### src/rtl/cpu31_pkg.sv
// Shared definitions for the 31-instruction single-cycle MIPS core:
// datapath widths, special register numbers and write-address select codes.
package cpu31_pkg;

    localparam int DATA_W = 32;
    localparam int ADDR_W = 5;

    // $0 is hardwired to zero; $31 receives the jal return address
    localparam logic [4:0] REG_ZERO = 5'd0;
    localparam logic [4:0] REG_RA   = 5'd31;

    // Write-address selector encodings, shared with controller and selector
    typedef logic [1:0] wa_sel_t;
    localparam wa_sel_t WA_SEL_RD = 2'b00;
    localparam wa_sel_t WA_SEL_RT = 2'b01;
    localparam wa_sel_t WA_SEL_RA = 2'b10;

endpackage

### src/rtl/reg_read_port.sv
// One combinational register-file read port: $0 reads as zero, optional
// same-cycle forwarding of the write-back value being committed this edge.
module reg_read_port #(
    parameter int DATA_W = 32,
    parameter int ADDR_W = 5,
    parameter int BYPASS = 1
) (
    input  logic [ADDR_W-1:0] i_raddr,
    input  logic [DATA_W-1:0] i_regs [2**ADDR_W],
    input  logic [ADDR_W-1:0] i_waddr,
    input  logic [DATA_W-1:0] i_wdata,
    input  logic              i_commit,
    output logic [DATA_W-1:0] o_rdata
);

    logic w_is_zero;
    logic w_hit;

    // i_commit already excludes waddr==0, so a hit can never target $0
    assign w_is_zero = (i_raddr == '0);
    assign w_hit     = (BYPASS != 0) && i_commit && (i_raddr == i_waddr);

    // Select zero, forwarded write data, or the stored value
    always_comb begin
        o_rdata = i_regs[i_raddr];
        if (w_is_zero) begin
            o_rdata = '0;
        end else if (w_hit) begin
            o_rdata = i_wdata;
        end
    end

endmodule

### src/rtl/reg_file.sv
// 32 x 32-bit MIPS register file: two combinational read ports with optional
// write-to-read forwarding, an unbypassed debug port, and a commit counter.
module reg_file #(
    parameter int DATA_W = cpu31_pkg::DATA_W,
    parameter int ADDR_W = cpu31_pkg::ADDR_W,
    parameter int BYPASS = 1
) (
    input  logic              clk,
    input  logic              rst,
    input  logic              ena,
    input  logic              we,
    input  logic [ADDR_W-1:0] waddr,
    input  logic [DATA_W-1:0] wdata,
    input  logic [ADDR_W-1:0] raddr1,
    input  logic [ADDR_W-1:0] raddr2,
    output logic [DATA_W-1:0] rdata1,
    output logic [DATA_W-1:0] rdata2,
    input  logic [ADDR_W-1:0] dbg_addr,
    output logic [DATA_W-1:0] dbg_data,
    output logic [31:0]       wr_cnt
);

    import cpu31_pkg::*;

    localparam int DEPTH = 2**ADDR_W;

    logic [DATA_W-1:0] r_regs [DEPTH];
    logic [31:0]       r_wr_cnt;
    logic              w_commit;

    // A write commits only outside reset, while enabled, and never to $0
    assign w_commit = !rst && ena && we && (waddr != ADDR_W'(REG_ZERO));

    // Register array and commit counter; reset clears everything and wins over writes
    always_ff @(posedge clk) begin
        if (rst) begin
            for (int i = 0; i < DEPTH; i++) begin
                r_regs[i] <= '0;
            end
            r_wr_cnt <= '0;
        end else if (w_commit) begin
            r_regs[waddr] <= wdata;
            r_wr_cnt      <= r_wr_cnt + 32'd1;
        end
    end

    reg_read_port #(
        .DATA_W (DATA_W),
        .ADDR_W (ADDR_W),
        .BYPASS (BYPASS)
    ) u_rd1 (
        .i_raddr  (raddr1),
        .i_regs   (r_regs),
        .i_waddr  (waddr),
        .i_wdata  (wdata),
        .i_commit (w_commit),
        .o_rdata  (rdata1)
    );

    reg_read_port #(
        .DATA_W (DATA_W),
        .ADDR_W (ADDR_W),
        .BYPASS (BYPASS)
    ) u_rd2 (
        .i_raddr  (raddr2),
        .i_regs   (r_regs),
        .i_waddr  (waddr),
        .i_wdata  (wdata),
        .i_commit (w_commit),
        .o_rdata  (rdata2)
    );

    // Debug view shows committed state only; $0 is never written so it reads zero
    assign dbg_data = r_regs[dbg_addr];
    assign wr_cnt   = r_wr_cnt;

endmodule

### config.mk
export PLATFORM = sky130hd
export DESIGN_NAME = reg_file
export DESIGN_NICKNAME = d
export VERILOG_FILES = /design/src/rtl/cpu31_pkg.sv /design/src/rtl/reg_read_port.sv /design/src/rtl/reg_file.sv
export SDC_FILE = /design/constraint.sdc
export NUM_CORES = 2
export LEC_CHECK = 0
export ABC_AREA = 1
export CORE_MARGIN = 2
export CORE_UTILIZATION = 42
export CTS_CLUSTER_DIAMETER = 50
export CTS_CLUSTER_SIZE = 12
export DETAILED_ROUTE_END_ITERATION = 16
export PLACE_DENSITY_LB_ADDON = 0.12
export SLEW_MARGIN = 20
export SYNTH_ARGS = -nofsm -noshare
export SYNTH_HDL_FRONTEND = slang
export SYNTH_HIERARCHICAL = 1
export SYNTH_SLANG_ARGS = --single-unit
### constraint.sdc
create_clock -name clk -period 7.43 [get_ports clk]
set_input_delay 1.486 -clock clk [delete_from_list [all_inputs] [get_ports clk]]
set_output_delay 1.486 -clock clk [all_outputs]
set_load 0.02 [all_outputs]
==> flow_metrics.py <==
metrics = {
    "final_layout": {
        "fin_cells": 14740,
        "fin_util_pct": 47.2,
        "n_fill_cell": 17733,
        "fin_nets": 12436,
        "multi_input_area_um2": 41700,
        "areaGrowthSynthToFinish_pct": 11.2,
        "regArea_um2": 21100,
        "layout-drive-gt1-share_pct": 5.31,
    },
    "cts": {
        "cts_tree": "yes",
        "postCtsSetupBuffers": 0,
        "post_cts_resized": 0,
        "clkLatencyLatePin_ns": 0.82,
        "cts_buffers": 154,
        "htreeDepth": 4,
        "cts_hold_buf": 0,
        "path_clk_slew_ns": 0.05,
        "clk_path_buf_depth": 3,
        "cts_root_buf": "clkbuf_16",
        "clock_sinks": 1056,
    },
    "sta": {
        "clock_skew_ns": 0.00932,
        "slew_headroom_pct": 16.4,
        "fmax_mhz": 152,
        "hold_viol_final": 0,
        "period_share_pct": 88.6,
        "hold_ws_ns": 0.451,
        "rsz0062_at_grt": "false",
        "finalSetupViolCount": 0,
        "slew_viol_final": 0,
        "fin_tns_setup_ns": 0,
        "worstMarginPinSlew_ns": 1.25,
        "fin_crit_ns": 6.58,
    },
    "routing": {
        "dr_wl_met2_mm": 152,
        "met1Wirelength_mm": 136,
        "avgViaCountPerCell": 5.95,
        "wire_per_inst_um": 25.3,
        "firstDrtPassIters": 10,
        "drt-total-wl_mm": 373,
        "dr_total_vias": 87684,
        "antenna_left": 0,
        "drc": 0,
        "top_layer_used": "met5",
        "drt_iter0_drc": 13235,
        "met3_length_mm": 49.1,
    },
    "outcome": {
        "status": "finished, final reports clean",
    },
    "floorplanning": {
        "die_x_um": 418,
        "core.rowCount": 151,
        "start_util_pct": 42.4,
        "coreArea_um2": 170000,
        "dieArea_um2": 175000,
        "ioPinCount": 184,
        "die_y_um": 418,
    },
    "synth": {
        "syn-cell-area_um2": 72000,
        "synth_xor_area_share_pct": 0.109,
        "syn_area_per_cell_um2": 5.61,
        "ys_seq_elements": 1056,
        "yosysWarnings": 6,
        "seq_area_frac_synth_pct": 29.3,
        "synth-simple-area-share_pct": 43.2,
        "synth_adder_area_share_pct": 0.0174,
        "synth_cell_types": 35,
        "muxShareOfSynthArea_pct": 0,
        "synth_top_family_by_area": "simple AND/OR/NAND/NOR gates",
        "synth-compound-area-share_pct": 14.2,
        "synth.net_count": 12896,
        "syn_inst": 12839,
    },
    "grt": {
        "first_global_vias": 78648,
        "antenna_found_initial": 43,
        "grt_use_total_pct": 41.0,
        "grt_pass1_wl_mm": 537,
        "overflow": 0,
        "grt_max_degree": 177,
    },
    "power_and_ir_drop": {
        "pwr-share-seq_pct": 35.0,
        "switching_share_pct": 31.0,
        "p_clk_share_pct": 49.5,
        "peakVddDrop_uv": 192,
        "power.density_nw_per_um2": 203,
        "p_leak_nw": 33.8,
        "comb_power_share_pct": 15.4,
        "p_switching_mw": 5.05,
        "power.internal_mw": 11.2,
        "total_power_mw": 16.3,
    },
    "job": {
        "max_cap_violations": 0,
    },
    "critical_path": {
        "cp_data_arrival_time_ns": 5.10,
        "end_kind": "output pin",
        "critical_path_class": "in -> out",
        "worstPathMaxFanout": 64,
        "critPathRequiredTime_ns": 5.94,
        "critPathLaunchType": "primary input",
    },
    "placed_design": {
        "hpwl_mm": 214,
        "io_buffers": 183,
        "place_congestion": 0.957,
        "dp.cells": 14441,
    },
    "worst_hold_path": {
        "min_path_type": "reg -> reg",
    },
}
## logic make-up (layout without fill, tap and decap cells)
kind of cell | after synthesis | count (layout)
adders and majority gates | 1 | 1
buffers and inverters | 2248 | 1915
DFF | 1056 | 1056
other | 0 | 16
AOI/OAI and AO/OA | 1971 | 1971
xor gates and xnor gates | 9 | 9
and+or+nand+nor | 7554 | 7554
## state kept, by name, summed over array words and instances, names as in the netlist
name    cells
wr_cnt     32
r_regs   1024
## worst max-delay path, cell delays in order
cell,delay (ns)
clkdlybuf4s50_1,0.48
nand3_2,0.44
inv_1,0.27
nand2_2,0.12
inv_6,0.08
o21ai_0,0.08
nor2_1,0.19
nand3_4,0.63
nand3_1,0.40
nand2_1,0.16
inv_1,0.09
clkdlybuf4s50_1,0.59
## cell usage after synthesis (all sizes together)
master	count	share of area, %
nand2	4623	24
nand3	2076	14
inv	1183	6.2
dfxtp	1056	29
a21oi	932	6.5
o21ai	888	6.2
nor2	831	4.4
clkbuf	592	3.1
buf	467	3.8
o211ai	80	0.83
a211oi	64	0.67
nor3	12	0.099
nand4	11	0.13
clkinv	6	0.031
xor2	5	0.061
xnor2	4	0.049
a31oi	3	0.026
a22o	2	0.024
o21bai	2	0.021
ha	1	0.017
nor3b	1	0.010
## through the flow
step | instance area (um^2) | setup slack (ns)
2_1_floorplan | 72000 | 2.62
3_3_place_gp | 74600 | 0.936
3_5_place_dp | 74600 | 0.963
4_1_cts | 80100 | 0.954
5_1_grt | 80100 | 0.755
6_report | 80100 | 0.846
## per-layer routing
metal	GRT usage, %	vias up
met2	60.7	6278
met1	49.6	39867
met5	0	-
met4	33.2	48
li1	-	39942
met3	11.2	1549
## path summary, 6_finish.rpt
kind | startpoint | endpoint | slack [ns] | cells past startpoint
worst max-delay path | ena | rdata2[28] | 0.85 | 12
worst min-delay path | r_regs[1014] | r_regs[1014] | 0.45 | 2
worst min register to register | r_regs[1014] | r_regs[1014] | 0.45 | 2
worst max register to register | wr_cnt[17] | wr_cnt[29] | 5.01 | 8
## power groups by stage
stage               logic (mW)  clock network (mW)  registers, mW
global route              2.57                8.33           5.70
finish                    2.51                8.06           5.70
global placement          2.38                   0           5.83
floorplan                 1.33                   0           5.82
CTS                       2.39                8.09           5.70
detailed placement        2.38                   0           5.83
## cells in the final DEF (no fill, tap or decap), types with 11 or more instances in the layout
master           instances
a211oi_1                64
a21oi_1                932
buf_12                  58
buf_4                  244
bufinv_16               25
clkbuf_1                11
clkbuf_16              159
clkbuf_8                14
clkdlybuf4s50_1        124
clkinv_2                23
clkinv_4                17
clkinvlp_4              17
dfxtp_1               1056
diode_2                 16
inv_1                 1165
inv_6                   21
nand2_1               4611
nand3_1               2069
nor2_1                 805
nor2_4                  20
nor3_1                  11
o211ai_1                80
o21ai_0                834
o21ai_1                 54
## final cells by class
cell class,instances,area share (%)
diodes,16,0.0500
clock buffers,184,5.26
clock inverters,99,1.64
inverters,1189,5.70
multi-input cells,9535,52.0
flip-flops and latches,1056,26.4
well taps,2218,3.46
repair buffers,443,5.50
Power figures use the tool's default switching activity.
